==> src/rtl/rv32_pkg.sv <==
// rtl/rv32_pkg.sv - shared RV32 fetch types and constants
//
// Purpose: widths, fetch FSM state encoding and the entry layouts that are
// stored in the instruction buffer and the request tag queue.
package rv32_pkg;

    localparam int XLEN = 32;
    localparam int ILEN = 32;

    typedef enum logic [1:0] {
        BOOT = 2'd0,
        RUN  = 2'd1,
        HALT = 2'd2
    } fetch_state_e;

    // Instruction buffer entry: address of the word plus the word itself.
    typedef struct packed {
        logic [XLEN-1:0] pc;
        logic [ILEN-1:0] instr;
    } fetch_entry_t;

    // Tag recorded per issued request so a response can be matched to its
    // address and to the redirect epoch it was issued under.
    typedef struct packed {
        logic            epoch;
        logic [XLEN-1:0] pc;
    } fetch_tag_t;

    function automatic logic pc_aligned(input logic [XLEN-1:0] pc);
        return (pc[1:0] == 2'b00);
    endfunction

endpackage

==> src/rtl/sync_fifo.sv <==
// rtl/sync_fifo.sv - synchronous FIFO with flush and stream-style handshakes
//
// Purpose: DEPTH-entry first-word-fall-through FIFO (DEPTH a power of 2).
// Ports:
//   clk, rst_n          clock, synchronous active-low reset
//   flush               empties the FIFO at the next posedge (wins over push/pop)
//   s_tdata/s_tvalid    write side; s_tready low only when full and not popping
//   s_tready
//   m_tdata/m_tvalid    read side; m_tdata is the head, m_tvalid means not empty
//   m_tready            pop the head when m_tvalid is also high
//   count               number of stored entries
module sync_fifo #(
    parameter int W     = 8,
    parameter int DEPTH = 2,
    localparam int AW   = $clog2(DEPTH),
    localparam int CW   = AW + 1
) (
    input  logic          clk,
    input  logic          rst_n,
    input  logic          flush,
    input  logic [W-1:0]  s_tdata,
    input  logic          s_tvalid,
    output logic          s_tready,
    output logic [W-1:0]  m_tdata,
    output logic          m_tvalid,
    input  logic          m_tready,
    output logic [CW-1:0] count
);

    logic [W-1:0]  mem [DEPTH];
    logic [AW-1:0] wr_ptr;
    logic [AW-1:0] rd_ptr;
    logic [CW-1:0] count_q;
    logic          full;
    logic          push;
    logic          pop;

    assign full     = (count_q == CW'(DEPTH));
    assign m_tvalid = (count_q != '0);
    assign m_tdata  = mem[rd_ptr];
    assign count    = count_q;

    // A full FIFO may still accept a word in the same cycle its head leaves.
    assign s_tready = !full || m_tready;
    assign pop      = m_tvalid && m_tready;
    assign push     = s_tvalid && s_tready;

    always_ff @(posedge clk) begin
        if (push && !flush) begin
            mem[wr_ptr] <= s_tdata;
        end
    end

    always_ff @(posedge clk) begin
        if (!rst_n || flush) begin
            wr_ptr  <= '0;
            rd_ptr  <= '0;
            count_q <= '0;
        end else begin
            if (push) begin
                wr_ptr <= wr_ptr + AW'(1);
            end
            if (pop) begin
                rd_ptr <= rd_ptr + AW'(1);
            end
            count_q <= count_q + CW'(push) - CW'(pop);
        end
    end

endmodule

==> src/rtl/fetch_sequencer.sv <==
// rtl/fetch_sequencer.sv - RV32 instruction fetch sequencer
//
// Purpose: owns the PC, issues word fetches, buffers returned instructions
// for decode and applies execute redirects, discarding stale words by epoch.
// Ports:
//   clk, rst_n                      clock, synchronous active-low reset
//   imem_req_valid/ready/addr       fetch request channel (addr = current PC)
//   imem_rsp_valid/data             in-order fetch responses
//   redirect_valid/pc               taken branch/jump target from execute
//   dec_ready                       decode consumes the head this cycle
//   instr_valid/data/pc             instruction buffer head
//   fetch_fault                     sticky misaligned-redirect flag
module fetch_sequencer
    import rv32_pkg::*;
#(
    parameter logic [XLEN-1:0] RESET_PC   = 32'h0000_0000,
    parameter int              FIFO_DEPTH = 2
) (
    input  logic            clk,
    input  logic            rst_n,
    output logic            imem_req_valid,
    input  logic            imem_req_ready,
    output logic [XLEN-1:0] imem_req_addr,
    input  logic            imem_rsp_valid,
    input  logic [ILEN-1:0] imem_rsp_data,
    input  logic            redirect_valid,
    input  logic [XLEN-1:0] redirect_pc,
    input  logic            dec_ready,
    output logic            instr_valid,
    output logic [ILEN-1:0] instr_data,
    output logic [XLEN-1:0] instr_pc,
    output logic            fetch_fault
);

    localparam int CW = $clog2(FIFO_DEPTH) + 1;

    fetch_state_e    state_q;
    fetch_state_e    state_d;
    logic [XLEN-1:0] pc_q;
    logic            epoch_q;
    logic [CW-1:0]   outstanding_q;
    logic            fault_q;

    logic            running;
    logic            redirect_fire;
    logic            redirect_bad;
    logic            redirect_good;
    logic [CW:0]     credit_used;
    logic            accept;
    logic            rsp_take;
    logic            rsp_keep;

    fetch_tag_t      tag_in;
    fetch_tag_t      tag_head;
    logic            tag_valid;
    logic            tag_ready;
    logic [CW-1:0]   tag_count_unused;

    fetch_entry_t    entry_in;
    fetch_entry_t    head;
    logic            head_valid;
    logic            buf_ready;
    logic [CW-1:0]   buf_count;

    assign running       = (state_q == RUN);
    assign redirect_fire = running && redirect_valid;
    assign redirect_bad  = redirect_fire && !pc_aligned(redirect_pc);
    assign redirect_good = redirect_fire && pc_aligned(redirect_pc);

    // Every word in flight or buffered holds one credit, so a returning
    // response always finds room in the instruction buffer.
    assign credit_used    = {1'b0, outstanding_q} + {1'b0, buf_count};
    assign imem_req_valid = running && !redirect_valid && tag_ready &&
                            (credit_used < (CW + 1)'(FIFO_DEPTH));
    assign imem_req_addr  = pc_q;
    assign accept         = imem_req_valid && imem_req_ready;

    // Responses with no recorded request (e.g. left over from before a reset)
    // are ignored.
    assign rsp_take = imem_rsp_valid && tag_valid;
    // A word is kept only if issued under the current epoch; a redirect in
    // the same cycle makes it stale as well.
    assign rsp_keep = rsp_take && (tag_head.epoch == epoch_q) && running &&
                      !redirect_valid && buf_ready;

    assign tag_in   = '{epoch: epoch_q, pc: pc_q};
    assign entry_in = '{pc: tag_head.pc, instr: imem_rsp_data};

    sync_fifo #(
        .W     ($bits(fetch_tag_t)),
        .DEPTH (FIFO_DEPTH)
    ) u_tag_queue (
        .clk      (clk),
        .rst_n    (rst_n),
        .flush    (1'b0),
        .s_tdata  (tag_in),
        .s_tvalid (accept),
        .s_tready (tag_ready),
        .m_tdata  (tag_head),
        .m_tvalid (tag_valid),
        .m_tready (imem_rsp_valid),
        .count    (tag_count_unused)
    );

    sync_fifo #(
        .W     ($bits(fetch_entry_t)),
        .DEPTH (FIFO_DEPTH)
    ) u_instr_buf (
        .clk      (clk),
        .rst_n    (rst_n),
        .flush    (redirect_fire),
        .s_tdata  (entry_in),
        .s_tvalid (rsp_keep),
        .s_tready (buf_ready),
        .m_tdata  (head),
        .m_tvalid (head_valid),
        .m_tready (dec_ready),
        .count    (buf_count)
    );

    assign instr_valid = head_valid;
    assign instr_data  = head_valid ? head.instr : '0;
    assign instr_pc    = head_valid ? head.pc : '0;
    assign fetch_fault = fault_q;

    always_comb begin
        state_d = state_q;
        case (state_q)
            BOOT:    state_d = RUN;
            RUN:     if (redirect_bad) state_d = HALT;
            HALT:    state_d = HALT;
            default: state_d = BOOT;
        endcase
    end

    always_ff @(posedge clk) begin
        if (!rst_n) begin
            state_q       <= BOOT;
            pc_q          <= RESET_PC;
            epoch_q       <= 1'b0;
            outstanding_q <= '0;
            fault_q       <= 1'b0;
        end else begin
            state_q <= state_d;
            if (redirect_good) begin
                pc_q    <= redirect_pc;
                epoch_q <= ~epoch_q;
            end else if (accept) begin
                pc_q <= pc_q + 32'd4;
            end
            if (redirect_bad) begin
                fault_q <= 1'b1;
            end
            outstanding_q <= outstanding_q + CW'(accept) - CW'(rsp_take);
        end
    end

endmodule

==> config.mk <==
export PLATFORM = sky130hd
export DESIGN_NAME = fetch_sequencer
export DESIGN_NICKNAME = d
export VERILOG_FILES = /design/src/rtl/rv32_pkg.sv /design/src/rtl/sync_fifo.sv /design/src/rtl/fetch_sequencer.sv
export SDC_FILE = /design/constraint.sdc
export NUM_CORES = 1
export LEC_CHECK = 0
export BUFFER_PORTS_ARGS = -buffer_cell sky130_fd_sc_hd__buf_2
export CAP_MARGIN = 0
export CORE_ASPECT_RATIO = 1.1
export CORE_MARGIN = 4
export CORE_UTILIZATION = 43
export CTS_CLUSTER_SIZE = 8
export DETAILED_ROUTE_END_ITERATION = 12
export GPL_ROUTABILITY_DRIVEN = 0
export GPL_TIMING_DRIVEN = 0
export MAX_ROUTING_LAYER = met4
export PLACE_DENSITY = 0.66
export SLEW_MARGIN = 20
export SYNTH_ARGS = -nofsm -noshare
export SYNTH_HDL_FRONTEND = slang
export SYNTH_SLANG_ARGS = --single-unit
==> constraint.sdc <==
create_clock -name clk -period 10.6 [get_ports clk]
set_input_delay 2.12 -clock clk [delete_from_list [all_inputs] [get_ports clk]]
set_output_delay 2.12 -clock clk [all_outputs]
set_load 0.02 [all_outputs]
**Yosys cells after proc, flatten, opt, wreduce, memory -nomap -nowiden**

Memory sizes are Yosys's and may differ from the RTL's. A register that Yosys moved wholly into a read port is not among the register bits.
Index checks and enable logic that the tools add are counted.

- Bits in writable memories: 194
- Logic and storage cells: 77
- Register bits after elaboration: 46
- Input bits: 70
- Memories: 2
- Output and inout bits: 99

- Add/sub/neg operators: 12
- Muxes and demuxes: 14
- Reductions and logical operators: 30
- Order comparisons: 1
- Bitwise logic cells: 1
- Equality and inequality tests: 6

Memories:

| memory | depth | width | rd ports | clocked after Yosys merged registers in | wr ports | RTL line | RTL |
|---|---|---|---|---|---|---|---|
| u_instr_buf.mem | 2 | 64 | 1 | 1 | 1 | sync_fifo.sv:30 | `logic [W-1:0] mem [DEPTH];` |
| u_tag_queue.mem | 2 | 33 | 1 | 1 | 1 | sync_fifo.sv:30 |  |

Operators by type and width:

| operator | number |
|---|---|
| two-way mux 32 bit | 4 |
| adder 32 x 3 -> 32 bit (second input constant) | 1 |
| logical AND 1 bit | 16 |
| two-way mux 1 bit | 8 |
| adder 2 x 1 -> 2 bit | 3 |
| equality test 2 bit (second input constant) | 3 |
| logical NOT 1 bit | 6 |
| one-hot mux 2 bit (3 select lines) | 1 |
| nonzero test 2 bit | 3 |
| subtractor 2 x 1 -> 2 bit | 3 |
| adder 1 bit (second input constant) | 4 |
| logical NOT 2 bit | 2 |
| adder 2 x 2 -> 3 bit | 1 |
| logical OR 1 bit | 3 |
| less-than comparator 3 x 2 -> 1 bit (second input constant) | 1 |
| equality test 2 x 1 -> 1 bit (second input constant) | 1 |
| two-way mux 2 bit | 1 |
| != test 2 x 1 -> 1 bit (second input constant) | 1 |
| equality test 1 bit | 1 |
| inverter 1 bit | 1 |

**Depth between registers and ports, before layout**

Gate-level depths: netlist (run 1).

- Depth in word-level cells: 10
- Depth in mapped cells: 11
- Gate-level depth less buffers: 9

**Hierarchy**

A second synthesis (run 1) with hierarchy kept.

- Cells, all modules: 703
- Area, all modules: 10176.0 µm²

Modules (own cells, without submodules):

| module | area each (µm²) | sequential area each (µm²) | instances | cells each |
|---|---|---|---|---|
| sync_fifo (u_instr_buf) | 4878.4 | 3943.8 | 1 | 224 |
| fetch_sequencer | 2660.1 | 760.7 | 1 | 351 |
| sync_fifo (u_tag_queue) | 2637.5 | 2082.0 | 1 | 128 |

**Worst setup path after synthesis (run 1)**

OpenSTA, ideal clock, no wires.

- Path type: input port to flip-flop
- From: input imem_rsp_valid
- To: memory u_instr_buf.mem[1][0] in the netlist's numbering, enable pin
- Setup slack: 4.668 ns
- Cell stages on the path: 4
- Data arrival time: 5.445 ns
- Cell sequence: o21ai_1 > nor4b_1 > nand2_1 > nor2_1

- Word-level cells in the longest chain between the ends: 9

RTL lines:

| what | RTL line | RTL |
|---|---|---|
| start: declaration | fetch_sequencer.sv:24 | `input logic imem_rsp_valid,` |
| logical AND 1 bit | fetch_sequencer.sv:80 | `assign rsp_take = imem_rsp_valid && tag_valid;` |
| logical AND 1 bit (3 in a row) | fetch_sequencer.sv:83 | `assign rsp_keep = rsp_take && (tag_head.epoch == epoch_q) && running &&` |
| logical AND 1 bit | fetch_sequencer.sv:84 | `!redirect_valid && buf_ready;` |
| logical AND 1 bit | sync_fifo.sv:46 | `assign push = s_tvalid && s_tready;` |
| logical AND 1 bit | sync_fifo.sv:49 | `if (push && !flush) begin` |
| two-way mux 1 bit | sync_fifo.sv:49 |  |
| two-way mux 1 bit (not written as such) | sync_fifo.sv:50 | `mem[wr_ptr] <= s_tdata;` |
| end: declaration | sync_fifo.sv:30 |  |

No other way between the ends.

**Final worst setup path (run 1)**

- From: input imem_rsp_valid
- To: output imem_req_valid

- Word-level cells in the longest chain between the ends: 3

RTL lines:

| what | RTL line | RTL |
|---|---|---|
| logical OR 1 bit | sync_fifo.sv:44 | `assign s_tready = !full \|\| m_tready;` |
| logical AND 1 bit (2 in a row) | fetch_sequencer.sv:73 | `assign imem_req_valid = running && !redirect_valid && tag_ready &&` |
| end: declaration | fetch_sequencer.sv:21 | `output logic imem_req_valid,` |

No other way between the ends.

==> insert_results.sql, run 1 <==
INSERT INTO impl_metrics (metric_group, metric, value, unit) VALUES
('cts', 'clock_tree_root', 'sky130_fd_sc_hd__clkbuf_16', ''),
('setup_path', 'critical_path.startpoint', 'imem_rsp_valid', ''),
('yosys', 'post_synth_inst_count', '671', ''),
('yosys', 'synthesized_area_fraction_occupied_by_adder_cells', '0.9901', '%'),
('timing', 'hold_viol', '0', ''),
('layout', 'fin_nets', '962', ''),
('grt', 'via_count_of_the_first_global_routing_pass', '6026', ''),
('setup_path', 'cpLargestDelayFamily', 'simple AND/OR/NAND/NOR gates', ''),
('setup_path', 'path_buf_inv', '2', ''),
('timing', 'maxClockFrequency', '194.4', 'MHz'),
('yosys', 'compound_gate_portion_of_the_synthesized_area', '4.156', '%'),
('setup_path', 'crit_path_end_kind', 'primary output', ''),
('placed_design', 'hpwlAfterDp', '14.66', 'mm'),
('yosys', 'synth_ff_type', 'sky130_fd_sc_hd__edfxtp_1', ''),
('min_path', 'worstHoldStart', 'imem_req_addr[0]', ''),
('setup_path', 'worst_setup_path_start_kind', 'primary input', ''),
('timing', 'final.setup.tns', '0', 'ns'),
('grt', 'grt_pass1_wl', '32.36', 'mm'),
('layout', 'final_area', '12050', 'um2'),
('grt', 'overflow', '0', ''),
('setup_path', 'slowest_delay', '0.47', 'ns'),
('status', 'outcome', 'finished, final reports clean', ''),
('yosys', 'combinational_family_with_the_most_area_after_synthesis', 'multiplexers', ''),
('grt', 'largest_net_degree_at_the_start_of_global_routing', '25', ''),
('grt', 'track_usage', '17.47', '%'),
('routing', 'drtPass1Iterations', '5', ''),
('setup_path', 'timing_worst_setup_path_type', 'in -> out', ''),
('layout', 'layout-drive-gt1-share', '28.48', '%'),
('timing', 'period_minus_slack', '5.143', 'ns'),
('die', 'die_w', '150.5', 'um'),
('routing', 'detailedRoute.firstIterationViolations', '325', ''),
('yosys', 'syn_area', '9604', 'um2'),
('timing', 'grt_setup_unrepaired', 'no', ''),
('yosys', 'yosys.area_share.simple', '9.263', '%'),
('setup_path', 'ordered_list_of_cells_on_the_worst_path', 'buf_2 > or3b_2 > and2_1 > buf_2', ''),
('layout', 'antenna-diode-count', '0', ''),
('timing', 'maxSlewHeadroom', '27.21', '%'),
('timing', 'timing_worst_slew_pin_value', '1.084', 'ns'),
('yosys', 'synth_nets', '748', ''),
('setup_path', 'worst_path_max_delay_cell', 'sky130_fd_sc_hd__or3b_2', ''),
('yosys', 'post_synth_main_area_contributors', 'sky130_fd_sc_hd__edfxtp_1, sky130_fd_sc_hd__dfxtp_1, sky130_fd_sc_hd__mux2i_1', ''),
('placed_design', 'placement.cell_area', '11030', 'um2'),
('setup_path', 'path_max_fanout', '3', ''),
('yosys', 'synth_warnings', '0', ''),
('routing', 'wl', '21.21', 'mm'),
('cts', 'clock_h_tree_levels', '2', ''),
('die', 'die_height', '164.7', 'um'),
('power', 'vdd_drop_max', '154.6', 'uV'),
('min_path', 'classification_of_the_worst_slack_hold_path', 'reg -> reg', ''),
('layout', 'syn2layout_area_growth', '25.48', '%'),
('routing', 'routed_wire_length_per_instance', '17.66', 'um'),
('yosys', 'synth.distinct_cells', '40', ''),
('die', 'area_of_the_core', '22040', 'um2'),
('setup_path', 'critPathArrivalTime', '3.02', 'ns'),
('setup_path', 'path_common_cell', 'sky130_fd_sc_hd__buf_2', ''),
('yosys', 'yosys-mux-area-fraction', '10.53', '%'),
('yosys', 'synth_top_area_share', '60.66', '%'),
('timing', 'timing.final.max_slew_violations', '0', ''),
('routing', 'drc', '0', ''),
('yosys', 'yosysSeqAreaShare', '70.66', '%'),
('setup_path', 'crit-reg2reg-launch', 'u_instr_buf.count[0]', ''),
('yosys', 'synth-async-reset-ratio', '0', '%'),
('cts', 'hold_buffers', '0', ''),
('die', 'floorplan.rows', '57', ''),
('die', 'floorplan.die_area', '24790', 'um2'),
('cts', 'tritoncts', 'done', ''),
('timing', 'number_of_failing_setup_endpoints_in_the_final_timing_report', '0', ''),
('cts', 'cts.reportedPaths.clkPinSlew', '0.05', 'ns'),
('flow_run', 'maxCapViolCount', '0', ''),
('yosys', 'synth.avg_cell_area', '14.31', 'um2'),
('setup_path', 'worstPathRequired', '8.48', 'ns');
[registers in the layout, summed over array words and instances (netlist names), named ones only]
signal	count
u_instr_buf.mem	128
u_tag_queue.rd_ptr	1
imem_req_addr	32
fetch_fault	1
state_q	2
outstanding_q	2
u_tag_queue.mem	66
u_instr_buf.wr_ptr	1
epoch_q	1
u_tag_queue.count	2
u_instr_buf.rd_ptr	1
u_instr_buf.count	2
u_tag_queue.wr_ptr	1
[power breakdown]
group          total (mW)  internal, mW  switching (mW)
sequential           1.12          1.09          0.0309
combinational       0.355         0.137           0.218
clock                1.02         0.640           0.376
[metal layers]
metal  part of all wire [%]  track usage (%)  wire length, um
met1                     43            22.78             9077
met2                     47            27.41            10060
met3                    7.7            3.897             1643
met4                    2.0            5.657              434
met5                      0                -                0
[final timing paths]
path	cells past startpoint	slack, ns	end
hold reg to reg	0	0.47	u_tag_queue.mem[0][0]
setup reg to reg	11	7.36	outstanding_q[1]
setup / recovery	4	5.46	imem_req_valid
hold / removal	0	0.47	u_tag_queue.mem[0][0]
[per-stage QoR]
step	power [mW]	hold slack [ns]	std cells	worst slack [ns]
after floorplan	1.366	0.4435	671	4.668
after global placement	1.483	0.4526	1134	2.472
after detailed placement	1.494	0.4637	1142	5.467
after CTS	2.524	0.4686	1201	5.463
after global routing	2.602	0.4865	1201	5.430
final	2.489	0.4700	1201	5.457
[layout by cell type (no fill, tap or decap), types with 8 or more instances in the layout]
master and n:
sky130_fd_sc_hd__a21oi_1 21, sky130_fd_sc_hd__a31oi_1 8, sky130_fd_sc_hd__and2_1 9, sky130_fd_sc_hd__buf_1 8
sky130_fd_sc_hd__buf_2 170, sky130_fd_sc_hd__clkbuf_1 41, sky130_fd_sc_hd__clkbuf_16 37, sky130_fd_sc_hd__dfxtp_1 48
sky130_fd_sc_hd__edfxtp_1 194, sky130_fd_sc_hd__inv_1 10, sky130_fd_sc_hd__mux2_2 32, sky130_fd_sc_hd__mux2i_1 65
sky130_fd_sc_hd__nand2_1 18, sky130_fd_sc_hd__nand3_1 11, sky130_fd_sc_hd__nand4_1 12, sky130_fd_sc_hd__nor2_1 85
sky130_fd_sc_hd__nor3_1 9, sky130_fd_sc_hd__o21ai_0 32, sky130_fd_sc_hd__xnor2_1 16, sky130_fd_sc_hd__xor2_1 14
[cell type report]
cell class	count	area, um2
well taps	295	369.1
multi-input cells	387	2681
flip-flops and latches	242	6787
inverters	10	37.54
clock buffers	56	997.2
plain buffers	32	122.6
fillers	1821	9986
clock inverters	3	26.28
repair buffers	176	1031
[logic make-up after synthesis]
logic type / after synthesis
adders and majority gates: 7
DFF: 242
muxes: 97
buffers and inverters: 42
xor gates and xnor gates: 30
and+or+nand+nor: 181
AOI/OAI and AO/OA: 72
[worst reg2reg max path, delay by kind of cell (launching register included)]
kind	cells	cell delay (ns)
AND/OR/NAND/NOR	4	1.03
buffers and inverters	2	0.69
adder cells (fa/ha/maj)	2	0.67
flip-flops	1	0.36
XOR/XNOR	2	0.28
AO/OA/AOI/OAI	1	0.13
Note: power is estimated with default switching activity, not from simulation.
==> inputs of run 2 (changes only) <==
- PLACE_DENSITY: 0.66 -> 0.68
- clock period: 10.6 -> 4.3 ns (I/O delays scaled with it)
==> insert_results.sql, run 2 (synthesized netlist as in run 1, its figures left out) <==
INSERT INTO impl_metrics (metric_group, metric, value, unit) VALUES
('timing', 'finalCritPeriodShare', '80.96', '%'),
('layout', 'syn2layout_area_growth', '25.64', '%'),
('timing', 'maxClockFrequency', '287.2', 'MHz'),
('setup_path', 'timing_worst_setup_path_type', 'reg -> out', ''),
('layout', 'post-route-util', '54.75', '%'),
('timing', 'hold_ws', '0.4769', 'ns'),
('timing', 'timing.final.max_slew_violations', '0', ''),
('routing', 'routed-via-count', '6033', ''),
('cts', 'cts_inserted_buffers', '36', ''),
('cts', 'hold_buffers', '0', ''),
('cts', 'clock_tree_root', 'sky130_fd_sc_hd__clkbuf_16', ''),
('grt', 'track_usage', '17.40', '%'),
('routing', 'drc', '0', ''),
('min_path', 'worstHoldPathCells', '2', ''),
('layout', 'largest_register', 'u_instr_buf.mem', ''),
('setup_path', 'crit_path_end_kind', 'primary output', ''),
('die', 'die_height', '164.7', 'um'),
('die', 'start_util', '43.58', '%'),
('grt', 'grt_pass1_wl', '32.05', 'mm'),
('min_path', 'classification_of_the_worst_slack_hold_path', 'reg -> reg', ''),
('layout', 'layout-drive-gt1-share', '28.48', '%'),
('layout', 'flip_flop_count_of_the_largest_register_after_layout', '128', ''),
('die', 'die_w', '150.5', 'um'),
('layout', 'antenna-diode-count', '0', ''),
('power', 'p_leak', '4.358', 'nW'),
('flow_run', 'maxCapViolCount', '0', ''),
('timing', 'final_setup_slack_of_the_worst_path', '0.8185', 'ns'),
('cts', 'clkSinkCount', '242', ''),
('routing', 'detailedRoute.firstIterationViolations', '345', ''),
('die', 'num_io_pins', '169', ''),
('status', 'outcome', 'finished, final reports clean', ''),
('timing', 'maxSlewHeadroom', '27.07', '%'),
('die', 'floorplan.die_area', '24790', 'um2'),
('cts', 'clk_latency', '0.50', 'ns'),
('setup_path', 'worst_setup_path_start_kind', 'flop', ''),
('grt', 'via_count_of_the_first_global_routing_pass', '5952', ''),
('timing', 'timing_worst_slew_pin_value', '1.094', 'ns'),
('min_path', 'holdPathEnd', 'state_q[1]', ''),
('routing', 'wl', '21.05', 'mm'),
('grt', 'overflow', '0', ''),
('setup_path', 'regToRegEndpoint', 'outstanding_q[1]', ''),
('routing', 'vias_per_cell', '5.023', ''),
('setup_path', 'reg2reg_setup_slack', '1.10', 'ns'),
('timing', 'hold_viol', '0', ''),
('placed_design', 'hpwlAfterDp', '14.58', 'mm'),
('grt', 'grt_antenna_before_repair', '0', ''),
('cts', 'cts.reportedPaths.clkPinSlew', '0.05', 'ns'),
('min_path', 'worstHoldStart', 'state_q[1]', ''),
('cts', 'clock_h_tree_levels', '2', ''),
('placed_design', 'dp_slack', '0.9001', 'ns'),
('timing', 'number_of_failing_setup_endpoints_in_the_final_timing_report', '0', ''),
('layout', 'layout_common_cells', 'sky130_fd_sc_hd__edfxtp_1, sky130_fd_sc_hd__buf_2, sky130_fd_sc_hd__nor2_1', ''),
('timing', 'grt_setup_unrepaired', 'no', ''),
('setup_path', 'crit-reg2reg-launch', 'u_instr_buf.count[0]', ''),
('timing', 'period_minus_slack', '3.481', 'ns'),
('layout', 'fin_nets', '962', ''),
('power', 'pwr_density_cell', '508.1', 'nW/um2'),
('grt', 'largest_net_degree_at_the_start_of_global_routing', '24', ''),
('setup_path', 'critPathArrivalTime', '2.62', 'ns'),
('die', 'area_of_the_core', '22040', 'um2'),
('power', 'vdd_drop_max', '257.6', 'uV'),
('cts', 'tritoncts', 'done', ''),
('setup_path', 'ff2ff_path_depth', '11', ''),
('cts', 'cts_max_path_buffers', '3', ''),
('cts', 'post_cts_buffers', '0', ''),
('timing', 'fin_worst_skew', '0.01893', 'ns'),
('setup_path', 'path_max_fanout', '10', ''),
('routing', 'drtPass1Iterations', '5', ''),
('routing', 'ant_nets', '0', ''),
('layout', 'leading_cell_type_in_the_layout_fill_and_taps_excluded', 'sky130_fd_sc_hd__edfxtp_1', ''),
('routing', 'routed_wire_length_per_instance', '17.53', 'um'),
('die', 'floorplan.rows', '57', ''),
('placed_design', 'io_buffers', '168', ''),
('setup_path', 'worstPathRequired', '3.44', 'ns'),
('cts', 'post_cts_resized', '0', '');
## run 2: changes by cell type in the layout (fill, tap and decap cells not counted)
cell                     change
sky130_fd_sc_hd__buf_16      +2
sky130_fd_sc_hd__buf_12      -2
## run 2: through the flow
stage	std cells	total power, mW	setup TNS (ns)	instance area, um2
after floorplan	671	3.368	-46.62	9604
after global placement	1134	3.653	-338.10	10810
after detailed placement	1142	3.683	0	11040
after CTS	1201	6.212	0	12070
after global routing	1201	6.419	0	12070
final	1201	6.131	0	12070
## run 2: critical path, stage by stage (launching register included)
cell and delay (ns):
sky130_fd_sc_hd__dfxtp_1 0.31, sky130_fd_sc_hd__clkbuf_1 0.61, sky130_fd_sc_hd__clkbuf_1 0.65, sky130_fd_sc_hd__mux2i_1 0.32, sky130_fd_sc_hd__nor2_1 0.06, sky130_fd_sc_hd__buf_2 0.17
## run 2: routing by layer
metal / wire [um] / global-route usage (%)
met5: 0 / -
met3: 1671 / 3.979
met2: 9849 / 27.57
met1: 8994 / 22.26
met4: 539 / 5.907
## run 2: cell type report
cell class	count	area, um2
fill	1809	9971
sequential	242	6787
multi-input combinational	387	2681
timing repair buffer	176	1046
clock buffer	56	997.2
tap	295	369.1
buffer	32	122.6
inverter	10	37.54
clock inverter	3	26.28
## run 2: power by group
| group | leakage, nW | internal [mW] | switching (mW) | total [mW] |
|---|---|---|---|---|
| Sequential | 2.16 | 2.68 | 0.0758 | 2.76 |
| Clock | 0.492 | 1.58 | 0.920 | 2.50 |
| Combinational | 1.71 | 0.338 | 0.539 | 0.877 |
| Total | 4.36 | 4.60 | 1.53 | 6.13 |
## run 2: worst max-delay path by stage
| stage | slack, ns | cells after the start | to | from |
|---|---|---|---|---|
| 2_1_floorplan | -0.37 | 4 | u_instr_buf.mem[1][0] | imem_rsp_valid |
| 3_3_place_gp | -2.53 | 5 | u_instr_buf.mem[1][2] | imem_rsp_valid |
| 6_report | 0.82 | 5 | instr_pc[13] | flop |
| 4_1_cts | 0.67 | 5 | instr_pc[17] | flop |
| 5_1_grt | 0.61 | 5 | instr_pc[21] | flop |
| 3_5_place_dp | 0.90 | 8 | u_instr_buf.mem[1][2] | imem_rsp_valid |
